--- config.mk ---
export PLATFORM = sky130hd
export DESIGN_NAME = alarm_sequencer
export DESIGN_NICKNAME = d
export VERILOG_FILES = /design/src/rtl/alarm_sequencer.sv
export SDC_FILE = /design/constraint.sdc
export NUM_CORES = 1
export LEC_CHECK = 0
export ABC_AREA = 1
export CAP_MARGIN = 25
export CORE_MARGIN = 2
export CORE_UTILIZATION = 46
export CTS_CLUSTER_DIAMETER = 50
export DETAILED_ROUTE_END_ITERATION = 10
export PLACE_DENSITY = 0.79
export SLEW_MARGIN = 20
export SYNTH_ARGS = -nofsm -noshare
export SYNTH_HDL_FRONTEND = slang
export SYNTH_SLANG_ARGS = --single-unit
--- constraint.sdc ---
create_clock -name clk -period 1.7 [get_ports clk]
set_input_delay 0.255 -clock clk [delete_from_list [all_inputs] [get_ports clk]]
set_output_delay 0.255 -clock clk [all_outputs]
set_load 0.01 [all_outputs]
--- src/rtl/alarm_sequencer.sv ---
`default_nettype none
// -----------------------------------------------------------------------------
// alarm_sequencer : one-shot alarm event from comparator match, with blinking
//                   LEDs, snooze, dismiss and auto-timeout.   Rev 1.0
// -----------------------------------------------------------------------------
module alarm_sequencer #(
  parameter int BLINK_DIV    = 50000000,
  parameter int SNOOZE_SECS  = 300,
  parameter int TIMEOUT_SECS = 60,
  parameter int MAX_SNOOZES  = 3
) (
  input  logic        clk,
  input  logic        rst,
  input  logic [15:0] flash_in,
  input  logic        tick_1hz,
  input  logic        enable,
  input  logic        dismiss,
  input  logic        snooze,
  output logic [15:0] leds,
  output logic        ringing,
  output logic        snoozing
);

  localparam int c_blink_w  = $clog2(BLINK_DIV + 1);
  localparam int c_ring_w   = $clog2(TIMEOUT_SECS + 1);
  localparam int c_snzsec_w = $clog2(SNOOZE_SECS + 1);
  localparam int c_snzcnt_w = $clog2(MAX_SNOOZES + 1);

  typedef enum logic [1:0] {
    ST_IDLE    = 2'd0,
    ST_RINGING = 2'd1,
    ST_SNOOZE  = 2'd2,
    ST_DONE    = 2'd3
  } state_t;

  state_t                  state_q, state_d;
  logic                    match_dly_q, match_dly_d;
  logic [c_blink_w-1:0]    blink_cnt_q, blink_cnt_d;
  logic                    phase_on_q, phase_on_d;
  logic [c_ring_w-1:0]     ring_secs_q, ring_secs_d;
  logic [c_snzsec_w-1:0]   snooze_secs_q, snooze_secs_d;
  logic [c_snzcnt_w-1:0]   snooze_cnt_q, snooze_cnt_d;
  logic [15:0]             leds_q, leds_d;

  logic match;
  logic rise;

  assign match = |flash_in;
  assign rise  = match & ~match_dly_q;

  always_ff @(posedge clk) begin
    if (rst) begin
      state_q       <= ST_IDLE;
      match_dly_q   <= 1'b0;
      blink_cnt_q   <= '0;
      phase_on_q    <= 1'b0;
      ring_secs_q   <= '0;
      snooze_secs_q <= '0;
      snooze_cnt_q  <= '0;
      leds_q        <= 16'h0000;
    end else begin
      state_q       <= state_d;
      match_dly_q   <= match_dly_d;
      blink_cnt_q   <= blink_cnt_d;
      phase_on_q    <= phase_on_d;
      ring_secs_q   <= ring_secs_d;
      snooze_secs_q <= snooze_secs_d;
      snooze_cnt_q  <= snooze_cnt_d;
      leds_q        <= leds_d;
    end
  end

  always_comb begin
    state_d       = state_q;
    match_dly_d   = match;
    blink_cnt_d   = blink_cnt_q;
    phase_on_d    = phase_on_q;
    ring_secs_d   = ring_secs_q;
    snooze_secs_d = snooze_secs_q;
    snooze_cnt_d  = snooze_cnt_q;

    if (!enable) begin
      state_d = ST_IDLE;
    end else begin
      case (state_q)
        ST_IDLE: begin
          if (rise) begin
            state_d      = ST_RINGING;
            ring_secs_d  = '0;
            blink_cnt_d  = '0;
            phase_on_d   = 1'b1;
            snooze_cnt_d = '0;
          end
        end
        ST_RINGING: begin
          if (dismiss) begin
            state_d = ST_DONE;
          end else if (snooze && (snooze_cnt_q < c_snzcnt_w'(MAX_SNOOZES))) begin
            state_d       = ST_SNOOZE;
            snooze_secs_d = c_snzsec_w'(SNOOZE_SECS);
            snooze_cnt_d  = snooze_cnt_q + c_snzcnt_w'(1);
          end else begin
            if (blink_cnt_q == c_blink_w'(BLINK_DIV - 1)) begin
              blink_cnt_d = '0;
              phase_on_d  = ~phase_on_q;
            end else begin
              blink_cnt_d = blink_cnt_q + c_blink_w'(1);
            end
            if (tick_1hz) begin
              if (ring_secs_q == c_ring_w'(TIMEOUT_SECS - 1)) begin
                state_d = ST_DONE;
              end else begin
                ring_secs_d = ring_secs_q + c_ring_w'(1);
              end
            end
          end
        end
        ST_SNOOZE: begin
          if (dismiss) begin
            state_d = ST_DONE;
          end else if (tick_1hz) begin
            if (snooze_secs_q == c_snzsec_w'(1)) begin
              state_d     = ST_RINGING;
              ring_secs_d = '0;
              blink_cnt_d = '0;
              phase_on_d  = 1'b1;
            end else begin
              snooze_secs_d = snooze_secs_q - c_snzsec_w'(1);
            end
          end
        end
        ST_DONE: begin
          // Hold off until the matching minute ends so the same match cannot re-ring.
          if (!match) begin
            state_d = ST_IDLE;
          end
        end
        default: state_d = ST_IDLE;
      endcase
    end

    leds_d = ((state_d == ST_RINGING) && phase_on_d) ? 16'hFFFF : 16'h0000;
  end

  assign leds     = leds_q;
  assign ringing  = (state_q == ST_RINGING);
  assign snoozing = (state_q == ST_SNOOZE);

endmodule
`default_nettype wire

==> qor.csv, run 1 <==
stage,metric,value,unit
worst_setup_path,start_kind,register,
clock_network,clkTransAtPathRegs,90,ps
grt,overflow,0,
die,die_area,7951,sq um
route,vias,4122,
clock_network,numCtsBuffers,5,
clock_network,clk_path_buf_depth,2,
cells_and_area,syn2layout_area_growth,46.79,%
run_status,outcome,finished with violations,
timing,final.period_utilization,111.7,%
clock_network,cts.sinks,48,
route,drt_iter0_drc,481,
worst_setup_path,crit_family,simple AND/OR/NAND/NOR gates,
logic_synthesis,synth_adder_area_share,1.875,%
timing,final-max-slew-violation-count,0,
logic_synthesis,synthSimpleGateAreaFrac,42.41,%
worst_setup_path,cp-end-kind,register,
worst_setup_path,crit_arrival,2110,ps
timing,fmax,526.7,MHz
power,p_leak,1.956,nW
grt,antenna_found_initial,0,
job,max_cap_viol_count,0,
route,ant_nets,0,
run_status,violations,negative setup slack,
logic_synthesis,syn_nets,582,
cells_and_area,drive_gt1_share,27.95,%
logic_synthesis,ys_top_cells_by_count,"nand2_1, nor2_1, inv_1",
logic_synthesis,synth_top_area_share,28.80,%
timing,rsz0062_at_grt,true,
logic_synthesis,yosysWarnings,0,
logic_synthesis,synth_top_family_by_area,simple AND/OR/NAND/NOR gates,
die,die_x,89.17,um
cells_and_area,fillers,536,
worst_setup_path,worst-setup-path-type,reg -> reg,
logic_synthesis,ys_types,30,
timing,worstMarginPinSlew,346.5,ps
logic_synthesis,netlist_area,3337,sq um
timing,fin_crit,1899,ps
worst_setup_path,worst_path_most_repeated_cell,nor2_1,
route,post_drt_wl_per_cell,15.68,um
place,place_congestion,1.010,
logic_synthesis,synthFlopType,dfxtp_1,
clock_network,cts_root_buffer,clkbuf_8,
timing,max_slew_margin,76.87,%
cells_and_area,n_antenna_cell,0,
route,viasPerCell,5.417,
power,fin_total_pwr,2.540,mW
logic_synthesis,yosys-mux-area-fraction,0,%
clock_network,cts_tree,built,
route,routed_wl,11930,um
logic_synthesis,synth.most_common_cell,nand2_1,
power,powerDensity,518.5,nW/um^2
cells_and_area,nNetsFinal,689,
logic_synthesis,syn-mean-instance-area,6.013,sq um
worst_setup_path,crit_buf_inv,1,
die,fp.dieH,89.17,um
place,dp.cells,733,
grt,grt_pass1_wl,16510,um
logic_synthesis,synth-xor-area-share,4.462,%
timing,setup_ws,-198.7,ps
worst_setup_path,path_cells,nand2_1 > nor2_1 > nand2_1 > nor2_1 > nand2_1 > buf_4 > nand4_1 > nor2_4 > nor2_1 > nor2_1,
logic_synthesis,synth_compound_gate_area_share,10.01,%
grt,grt_pass1_vias,3654,
clock_network,clock_latency,310,ps
clock_network,htreeDepth,2,
grt,grt_usage,26.27,%
route,firstDrtPassIters,6,
logic_synthesis,synth_area_leader_cell,dfxtp_1,
worst_setup_path,crit_required,1910,ps
grt,grt_max_degree,22,
place,port_buffers,39,
logic_synthesis,ys_seq_area_share,28.80,%
logic_synthesis,synth_area_leaders,"dfxtp_1, nand2_1, nor2_1, nand3_1, a21oi_1",
worst_setup_path,crit_slowest_cell,dfxtp_1,
die,num_io_pins,40,
hold_path,hold_path.class,reg -> reg,
cells_and_area,fin_cells,761,
logic_synthesis,synth_edf_count,0,
worst_setup_path,slowest_delay,390,ps
route,drc,0,
die,std_cell_rows,31,
power,ir_drop,273.3,uV
timing,setup_viol_count_final,35,
logic_synthesis,synthArstFlopShare,0,%
die,core-area,7137,sq um
timing,finClkSkew,5.218,ps
place,hpwl,7087,um
logic_synthesis,synthCells,555,
worst_setup_path,cp_max_fo,4,
logic_synthesis,ys_seq_elements,48,
die,initial_core_util,46.76,%
timing,finalHoldViolCount,0,
-- repair_timing --
item                                    in CTS  in global routing
setup buffers                               11                  8
endpoints found under the setup margin      51                 46
pin swaps                                    8                 36
gates resized for setup                     24                 87
hold buffers                                 0                  0
cloned                                       3                  1
-- area by class of cell --
class	count	area, sq um	share of cell area, %
Multi-Input combinational cell	424	2291	46.77
Tap cell	99	123.9	2.529
Timing Repair Buffer	128	1215	24.80
Clock inverter	1	5.005	0.1022
Inverter	55	216.5	4.419
Sequential cell	48	974.7	19.90
Clock buffer	6	72.57	1.481
-- state kept, by name, summed over array words and instances (netlist names) --
signal	flops
state_q	2
snooze_secs_q	9
match_dly_q	1
phase_on_q	1
leds	1
blink_cnt_q	26
ring_secs_q	6
snooze_cnt_q	2
-- metal layers --
metal / wire length (um) / track usage, %
met2: 5670 / 44.44
met3: 909 / 4.247
met1: 4724 / 33.05
met4: 627 / 11.13
met5: 0 / 0
-- per-stage QoR --
step	hold WS, ps	worst slack, ps	instance area [sq um]	utilization (%)	TNS, ps
3_3_place_gp	453.2	-170.1	4179	58.56	-4579
5_1_grt	493.3	-349.9	4898	68.64	-10140
6_report	468.1	-198.7	4898	68.64	-4261
2_1_floorplan	398.4	47.09	3337	-	0
4_1_cts	470.1	-69.43	4511	63.20	-1067
3_5_place_dp	456.5	-247.5	4179	58.56	-7199
-- report_power, final --
part	switching [mW]	leakage, nW	internal [mW]
sequential	0.0212	0.393	1.15
combinational	0.350	1.52	0.330
clock	0.408	0.0410	0.281
-- logic make-up after synthesis --
| group | count (synthesis) |
|---|---|
| AND/OR/NAND/NOR | 340 |
| buffers and inverters | 83 |
| AO/OA/AOI/OAI | 62 |
| flip-flops | 48 |
| XOR/XNOR | 17 |
| adder cells (fa/ha/maj) | 5 |
-- layout by cell type (no fill, tap or decap), types with 2 or more instances in the layout --
cell	synthesis	final
a21oi_1	40	29
a21oi_2	0	11
buf_12	0	5
buf_16	0	3
buf_4	15	76
buf_6	6	3
clkbuf_8	0	5
clkdlybuf4s50_1	0	37
dfxtp_1	48	39
dfxtp_2	0	8
dlygate4sd2_1	0	2
ha_1	5	2
ha_2	0	2
inv_1	51	46
inv_2	3	7
nand2_1	159	143
nand2_2	2	12
nand2_4	0	6
nand3_1	42	35
nand3_2	0	2
nand3_4	0	5
nand4_1	10	10
nor2_1	111	95
nor2_2	3	15
nor2_4	1	5
nor3_1	6	2
nor3_2	2	5
o21ai_0	12	10
o21ai_1	3	3
o21ai_4	0	2
o21bai_1	4	3
xnor2_1	5	5
xor2_1	12	12
-- worst register-to-register path: stages (launching register included) --
cell and delay (ps):
dfxtp_1 390, nand2_1 120, nor2_1 240, nand2_1 200, nor2_1 210, nand2_1 120, buf_4 170, nand4_1 130
nor2_4 50, nor2_1 100, nor2_1 50
-- final timing paths --
kind / end / cells after the start / slack, ps / from
worst min-delay path: snooze_secs_q[6]$_SDFFE_PP0P_ / 2 / 470 / snooze_secs_q[6]$_SDFFE_PP0P_
worst max register to register: blink_cnt_q[12]$_SDFFE_PP0P_ / 10 / -200 / blink_cnt_q[22]$_SDFFE_PP0P_
worst max-delay path: blink_cnt_q[12]$_SDFFE_PP0P_ / 10 / -200 / blink_cnt_q[22]$_SDFFE_PP0P_
worst min register to register: snooze_secs_q[6]$_SDFFE_PP0P_ / 2 / 470 / snooze_secs_q[6]$_SDFFE_PP0P_
No activity file was read; power rests on OpenSTA's default activity.
==> run 2: changes to the inputs <==
ABC_AREA = not set   (was 1)
PLACE_DENSITY = 0.78   (was 0.79)
clock period = 2.2 ns   (was 1.7 ns; I/O delays follow)
==> run 2 against run 1 <==
Worst hold slack better by 18 ps. The run still ends with negative setup slack left. Synthesized cell count fell by 42%. Routed wire length is 42% lower. Highest routed layer unchanged. Largest power group unchanged. Utilization fell by 2.2 points. Fmax fell by 16%. Critical path depth stayed put. Critical endpoint is now blink_cnt_q[9]$_SDFFE_PP0P_.
==> qor.csv, run 2 <==
stage,metric,value,unit
run_status,violations,negative setup slack,
worst_setup_path,cp_max_fo,12,
timing,final-max-slew-violation-count,0,
logic_synthesis,syn_nets,350,
cells_and_area,nNetsFinal,417,
hold_path,hold_path.class,reg -> reg,
cells_and_area,top_register,blink_cnt_q,
power,p_sw,0.4574,mW
place,port_buffers,39,
logic_synthesis,ys_seq_elements,48,
cells_and_area,largest_register_ffs,26,
die,die_area,6496,sq um
power,ir_drop,296.4,uV
run_status,outcome,finished with violations,
clock_network,clkTransAtPathRegs,90,ps
worst_setup_path,cp-end-kind,register,
job,max_cap_viol_count,0,
power,switching_share,24.67,%
worst_setup_path,critPathLaunch,snooze_secs_q[1]$_SDFFE_PP0P_,
logic_synthesis,synth_area_leaders,"dfxtp_1, nor2_1, xor2_1, buf_4, xnor2_1",
clock_network,numCtsBuffers,5,
route,routed_wl,6930,um
cells_and_area,final_common_cell,nor2_1,
logic_synthesis,netlist_area,2699,sq um
clock_network,clk_path_buf_depth,2,
cells_and_area,n_antenna_cell,0,
worst_setup_path,crit_arrival,2470,ps
timing,finClkSkew,4.522,ps
place,place_ws,-211.4,ps
worst_setup_path,endpoint,blink_cnt_q[9]$_SDFFE_PP0P_,
cells_and_area,fillers,423,
power,combinationalPowerShare,17.4,%
clock_network,cts_tree,built,
logic_synthesis,synth_top_area_share,35.61,%
cells_and_area,top_regs,"blink_cnt_q x26, snooze_secs_q x9, ring_secs_q x6",
grt,overflow,0,
worst_setup_path,crit_required,2400,ps
power,clockPowerShare,34.0,%
timing,max_slew_margin,63.11,%
cells_and_area,final_cell_mix,"nor2_1, dfxtp_1, clkdlybuf4s50_1, buf_4, nand2_1",
power,p_leak,1.370,nW
grt,antenna_found_initial,0,
place,dpl-instance-area,3268,sq um
place,place_congestion,0.8545,
cells_and_area,final_util,66.46,%
timing,setup_ws,-67.13,ps
cells_and_area,final_area,3705,sq um
grt,grt_pass1_vias,2313,
cells_and_area,multi_input_comb_area,1713,sq um
place,hpwl,4546,um
logic_synthesis,ys_top_cells_by_count,"nor2_1, dfxtp_1, nand2_1",
timing,setup_tns,-368.6,ps
route,ant_nets,0,
logic_synthesis,synthArstFlopShare,0,%
route,drc,0,
timing,finalHoldViolCount,0,
cells_and_area,regArea,965.9,sq um
die,std_cell_rows,27,
cells_and_area,drive_gt1_share,26.34,%
clock_network,cts_root_buffer,clkbuf_8,
worst_setup_path,worst-setup-path-type,reg -> reg,
logic_synthesis,synthCells,323,
timing,fmax,441.1,MHz
timing,fin_crit,2267,ps
logic_synthesis,synth_edf_count,0,
grt,grt_max_degree,25,
logic_synthesis,syn-mean-instance-area,8.356,sq um
die,num_io_pins,40,
worst_setup_path,rrSetupSlack,-70,ps
power,powerDensity,500.4,nW/um^2
die,die_x,80.60,um
grt,grt_usage,20.72,%
route,firstDrtPassIters,4,
logic_synthesis,synth_area_leader_cell,dfxtp_1,
route,viasPerCell,5.484,
logic_synthesis,synthFlopType,dfxtp_1,
worst_setup_path,worst-r2r-cell-count,10,
route,vias,2539,
logic_synthesis,yosysWarnings,0,
timing,worstMarginPinSlew,549.2,ps
worst_setup_path,start_kind,register,
power,p_int,1.397,mW
logic_synthesis,synth.most_common_cell,nor2_1,
route,post_drt_wl_per_cell,14.97,um
worst_setup_path,r2r_end,blink_cnt_q[9]$_SDFFE_PP0P_,
cells_and_area,syn2layout_area_growth,37.27,%
power,p_seq_share,48.5,%
timing,setup_viol_count_final,9,
route,drt_iter0_drc,166,
die,fp.dieH,80.60,um
timing,final.period_utilization,103.1,%
worst_setup_path,reg2reg_from,snooze_secs_q[1]$_SDFFE_PP0P_,
die,initial_core_util,48.42,%
grt,grt_pass1_wl,10680,um
clock_network,htreeDepth,2,
logic_synthesis,ys_seq_area_share,35.61,%
clock_network,cts.sinks,48,
clock_network,clock_latency,300,ps
timing,rsz0062_at_grt,true,
logic_synthesis,ys_types,51,
die,core-area,5574,sq um
hold_path,holdPathStages,2,
## run 2: cell count changes after synthesis, moves of 8 or more
cell,delta
nand2_1,-136
nor2_1,-62
inv_1,-43
nand3_1,-35
a21oi_1,-21
nor4_1,+12
xnor2_1,+8
## run 2: power by group through the flow
stage	logic [mW]	registers [mW]	clock network, mW
2_1_floorplan	0.146	0.914	0
3_3_place_gp	0.260	0.918	0
3_5_place_dp	0.264	0.918	0
4_1_cts	0.278	0.899	0.641
5_1_grt	0.345	0.902	0.680
6_report	0.323	0.900	0.631
## run 2: final cells by class
cell class	instances	share of cell area, %
timing repair buffer	86	21.55
tap	72	2.432
clock inverter	2	0.9456
clock buffer	6	1.959
multi-input combinational	241	46.23
sequential	48	26.07
inverter	8	0.8105
## run 2: critical path: stages, from the launching register on
cell and delay [ps]:
dfxtp_2 330, inv_2 70, ha_4 110, or4b_4 480, o32ai_4 330, o211ai_4 150, buf_12 180, buf_4 140
nor3_4 200, xnor2_1 140, nor2_1 50
## run 2: how the worst min path moves through the flow
| stage | slack, ps | endpoint | from |
|---|---|---|---|
| 2_1_floorplan | 420 | state_q[0]$_SDFF_PP0_ | rst |
| 3_3_place_gp | 440 | snooze_cnt_q[1]$_SDFFE_PP0P_ | snooze_cnt_q[1]$_SDFFE_PP0P_ |
| 3_5_place_dp | 480 | snooze_cnt_q[1]$_SDFFE_PP0P_ | snooze_cnt_q[1]$_SDFFE_PP0P_ |
| 4_1_cts | 490 | snooze_cnt_q[1]$_SDFFE_PP0P_ | snooze_cnt_q[1]$_SDFFE_PP0P_ |
| 5_1_grt | 520 | snooze_cnt_q[1]$_SDFFE_PP0P_ | snooze_cnt_q[1]$_SDFFE_PP0P_ |
| 6_report | 490 | snooze_cnt_q[1]$_SDFFE_PP0P_ | snooze_cnt_q[1]$_SDFFE_PP0P_ |
## run 2: through the flow
| step | cells | total power, mW | hold WS [ps] |
|---|---|---|---|
| after floorplan | 323 | 1.060 | 415.5 |
| after global placement | 441 | 1.178 | 445.0 |
| after detailed placement | 441 | 1.183 | 477.7 |
| after CTS | 453 | 1.818 | 490.5 |
| after global routing | 463 | 1.928 | 517.7 |
| final | 463 | 1.854 | 486.3 |
## run 2: repair_timing
item / in CTS / in global routing
hold endpoints to repair: 0 / 0
pin swaps: 7 / 24
endpoints found under the setup margin: 28 / 34
hold buffers: 0 / 0
resized for setup: 16 / 30
buffers inserted: 4 / 10
## run 2: logic make-up after synthesis
kind of cell    Yosys count  share of synthesized area (%)
compound gates           44                          11.96
xor+xnor                 31                          10.06
fa+ha+maj                 5                          2.318
buf+inv                  34                          7.927
flops                    48                          35.60
mux                       1                         0.3709
simple gates            160                          31.76
## run 2: metal layers
| metal | GRT usage, % | part of all wire [%] | up-vias |
|---|---|---|---|
| li1 | - | - | 1257 |
| met1 | 27.65 | 44 | 1200 |
| met2 | 34.83 | 50 | 71 |
| met3 | 3.483 | 4.6 | 11 |
| met4 | 4.915 | 1.1 | 0 |
| met5 | 0 | 0 | - |
==> run 3: changes to the inputs <==
CAP_MARGIN = 30   (was 25)
clock period = 2.85 ns   (was 2.2 ns; I/O delays follow)
==> run 3 against run 2 <==
The flow now finishes without violations. Total power fell by 27%. First-iteration DRC count rose by 5.4%. Routed wire length fell by 16%. Clock skew rose by 3.4 ps. Utilization fell by 9.9 points. Cell area fell by 15%. Final cell count fell by 8.9%. Setup slack improved by 450 ps. Count of clock-buffer cells in the layout fell by 1. Sequential power fell by 23%. Fmax fell by 8.3%. Worst hold slack improved by 6.5 ps. Largest power group unchanged.
==> qor.csv, run 3 (same netlist as run 2, synthesis figures left out) <==
stage,metric,value,unit
run_status,outcome,"finished, final reports clean",
hold_path,min_from,snooze_cnt_q[1]$_SDFFE_PP0P_,
timing,finClkSkew,7.893,ps
die,core-area,5574,sq um
die,fp.dieH,80.60,um
power,p_int,1.024,mW
hold_path,hold_path.class,reg -> reg,
power,clockPowerShare,36.5,%
grt,grt_use_met1,24.76,%
grt,grtUsageMet2,32.25,%
cells_and_area,largest_register_ffs,26,
grt,top_usage_layer,met2,
route,drc,0,
clock_network,htreeDepth,2,
clock_network,hold_buffers,0,
grt,grt_usage,19.25,%
grt,antenna_found_initial,0,
cells_and_area,top_regs,"blink_cnt_q x26, snooze_secs_q x9, ring_secs_q x6",
cells_and_area,n_antenna_cell,0,
power,combinationalPowerShare,12.4,%
worst_setup_path,start_kind,register,
worst_setup_path,reg2reg_from,snooze_secs_q[1]$_SDFFE_PP0P_,
place,hpwl,4330,um
worst_setup_path,cp_max_fo,8,
timing,max_slew_margin,68.54,%
clock_network,clk_path_buf_depth,2,
job,max_cap_viol_count,0,
worst_setup_path,critPathLaunch,snooze_secs_q[1]$_SDFFE_PP0P_,
cells_and_area,top_register,blink_cnt_q,
worst_setup_path,path_cells,inv_1 > ha_1 > or4b_1 > o32ai_4 > o211ai_4 > buf_4 > nor4_1 > xnor2_1 > nor2_2,
route,ant_nets,0,
cells_and_area,syn2layout_area_growth,16.83,%
cells_and_area,drive_gt1_share,10.00,%
clock_network,post_cts_buffers,0,
grt,overflow,0,
timing,setup_viol_count_final,0,
clock_network,clkTransAtPathRegs,90,ps
worst_setup_path,crit_required,3050,ps
cells_and_area,multi_input_comb_area,1525,sq um
grt,globalRouteMet3Util,4.607,%
cells_and_area,final_cell_mix,"nor2_1, dfxtp_1, clkdlybuf4s50_1, nand2_1, a21oi_1",
cells_and_area,regArea,960.9,sq um
route,vias,2266,
timing,rsz0062_at_grt,false,
place,place_ws,138.6,ps
worst_setup_path,cp-end-kind,register,
place,place_congestion,0.9223,
cells_and_area,nNetsFinal,376,
timing,setup_ws,377.9,ps
grt,grt_pass1_vias,2263,
timing,fmax,404.5,MHz
die,initial_core_util,48.42,%
worst_setup_path,worst-setup-path-type,reg -> reg,
die,die_area,6496,sq um
timing,worstMarginPinSlew,471.8,ps
route,viasPerCell,5.370,
die,num_io_pins,40,
cells_and_area,final_common_cell,nor2_1,
worst_setup_path,crit_slowest_cell,or4b_1,
route,drt_iter0_drc,175,
grt,grt_pass1_wl,9970,um
timing,fin_crit,2472,ps
cells_and_area,fillers,508,
route,post_drt_wl_per_cell,13.72,um
place,port_buffers,39,
clock_network,ctsResizeCount,0,
die,std_cell_rows,27,
power,p_seq_share,51.1,%
timing,finalHoldViolCount,0,
clock_network,cts_tree,built,
power,powerDensity,431.2,nW/um^2
worst_setup_path,crit_arrival,2670,ps
clock_network,numCtsBuffers,5,
timing,final.period_utilization,86.74,%
power,p_sw,0.3354,mW
route,firstDrtPassIters,4,
power,fin_total_pwr,1.360,mW
clock_network,cts.sinks,48,
power,switching_share,24.67,%
worst_setup_path,slowest_delay,540,ps
grt,grt_max_degree,23,
die,die_x,80.60,um
clock_network,clock_latency,310,ps
timing,setup_tns,0,ps
clock_network,cts_root_buffer,clkbuf_8,
power,p_leak,1.076,nW
route,routed_wl,5790,um
timing,final-max-slew-violation-count,0,
power,ir_drop,224.3,uV
-- run 3: changes by cell type in the layout (fill, tap and decap cells not counted), sizes merged --
cell | previous run | this run
clkinvlp | 0 | 1
buf | 47 | 6
clkbuf | 6 | 5
-- run 3: layer usage --
layer / wire length, um / up-vias
met5: 0 / -
met4: 64 / 0
met3: 289 / 9
met2: 2713 / 42
met1: 2722 / 1047
li1: - / 1168
-- run 3: final cells by class --
type	count	area share, %
multi-input cells	241	48.37
flip-flops and latches	48	30.48
repair buffers	45	13.81
well taps	72	2.857
clock buffers	5	2.183
clock inverters	3	1.349
inverters	8	0.9524
-- run 3: worst max-delay path, delay by kind of cell (launching register included) --
family	cells	cell delay (ps)
fa+ha+maj	1	140
xor+xnor	1	190
flops	1	310
compound gates	2	470
simple gates	3	960
buf+inv	2	280
-- run 3: worst paths after layout --
check / end / slack, ps / cells after the start
max: blink_cnt_q[18]$_SDFFE_PP0P_ / 380 / 9
min: snooze_cnt_q[1]$_SDFFE_PP0P_ / 490 / 2
max reg2reg: blink_cnt_q[18]$_SDFFE_PP0P_ / 380 / 9
min reg2reg: snooze_cnt_q[1]$_SDFFE_PP0P_ / 490 / 2
-- run 3: metrics by stage --
stage / cells / hold WS (ps) / cell area [sq um] / utilization, %
after detailed placement: 414 / 477.5 / 3040 / 54.55
after CTS: 422 / 491.2 / 3152 / 56.54
after global placement: 414 / 443.1 / 3040 / 54.55
after floorplan: 323 / 435.6 / 2699 / -
after global routing: 422 / 506.5 / 3153 / 56.57
final: 422 / 492.8 / 3153 / 56.57
-- run 3: power groups by stage --
stage	sequential, mW	clock (mW)	combinational, mW
2_1_floorplan	0.706	0	0.113
3_3_place_gp	0.709	0	0.164
3_5_place_dp	0.710	0	0.167
4_1_cts	0.694	0.509	0.168
5_1_grt	0.696	0.536	0.185
6_report	0.694	0.497	0.169
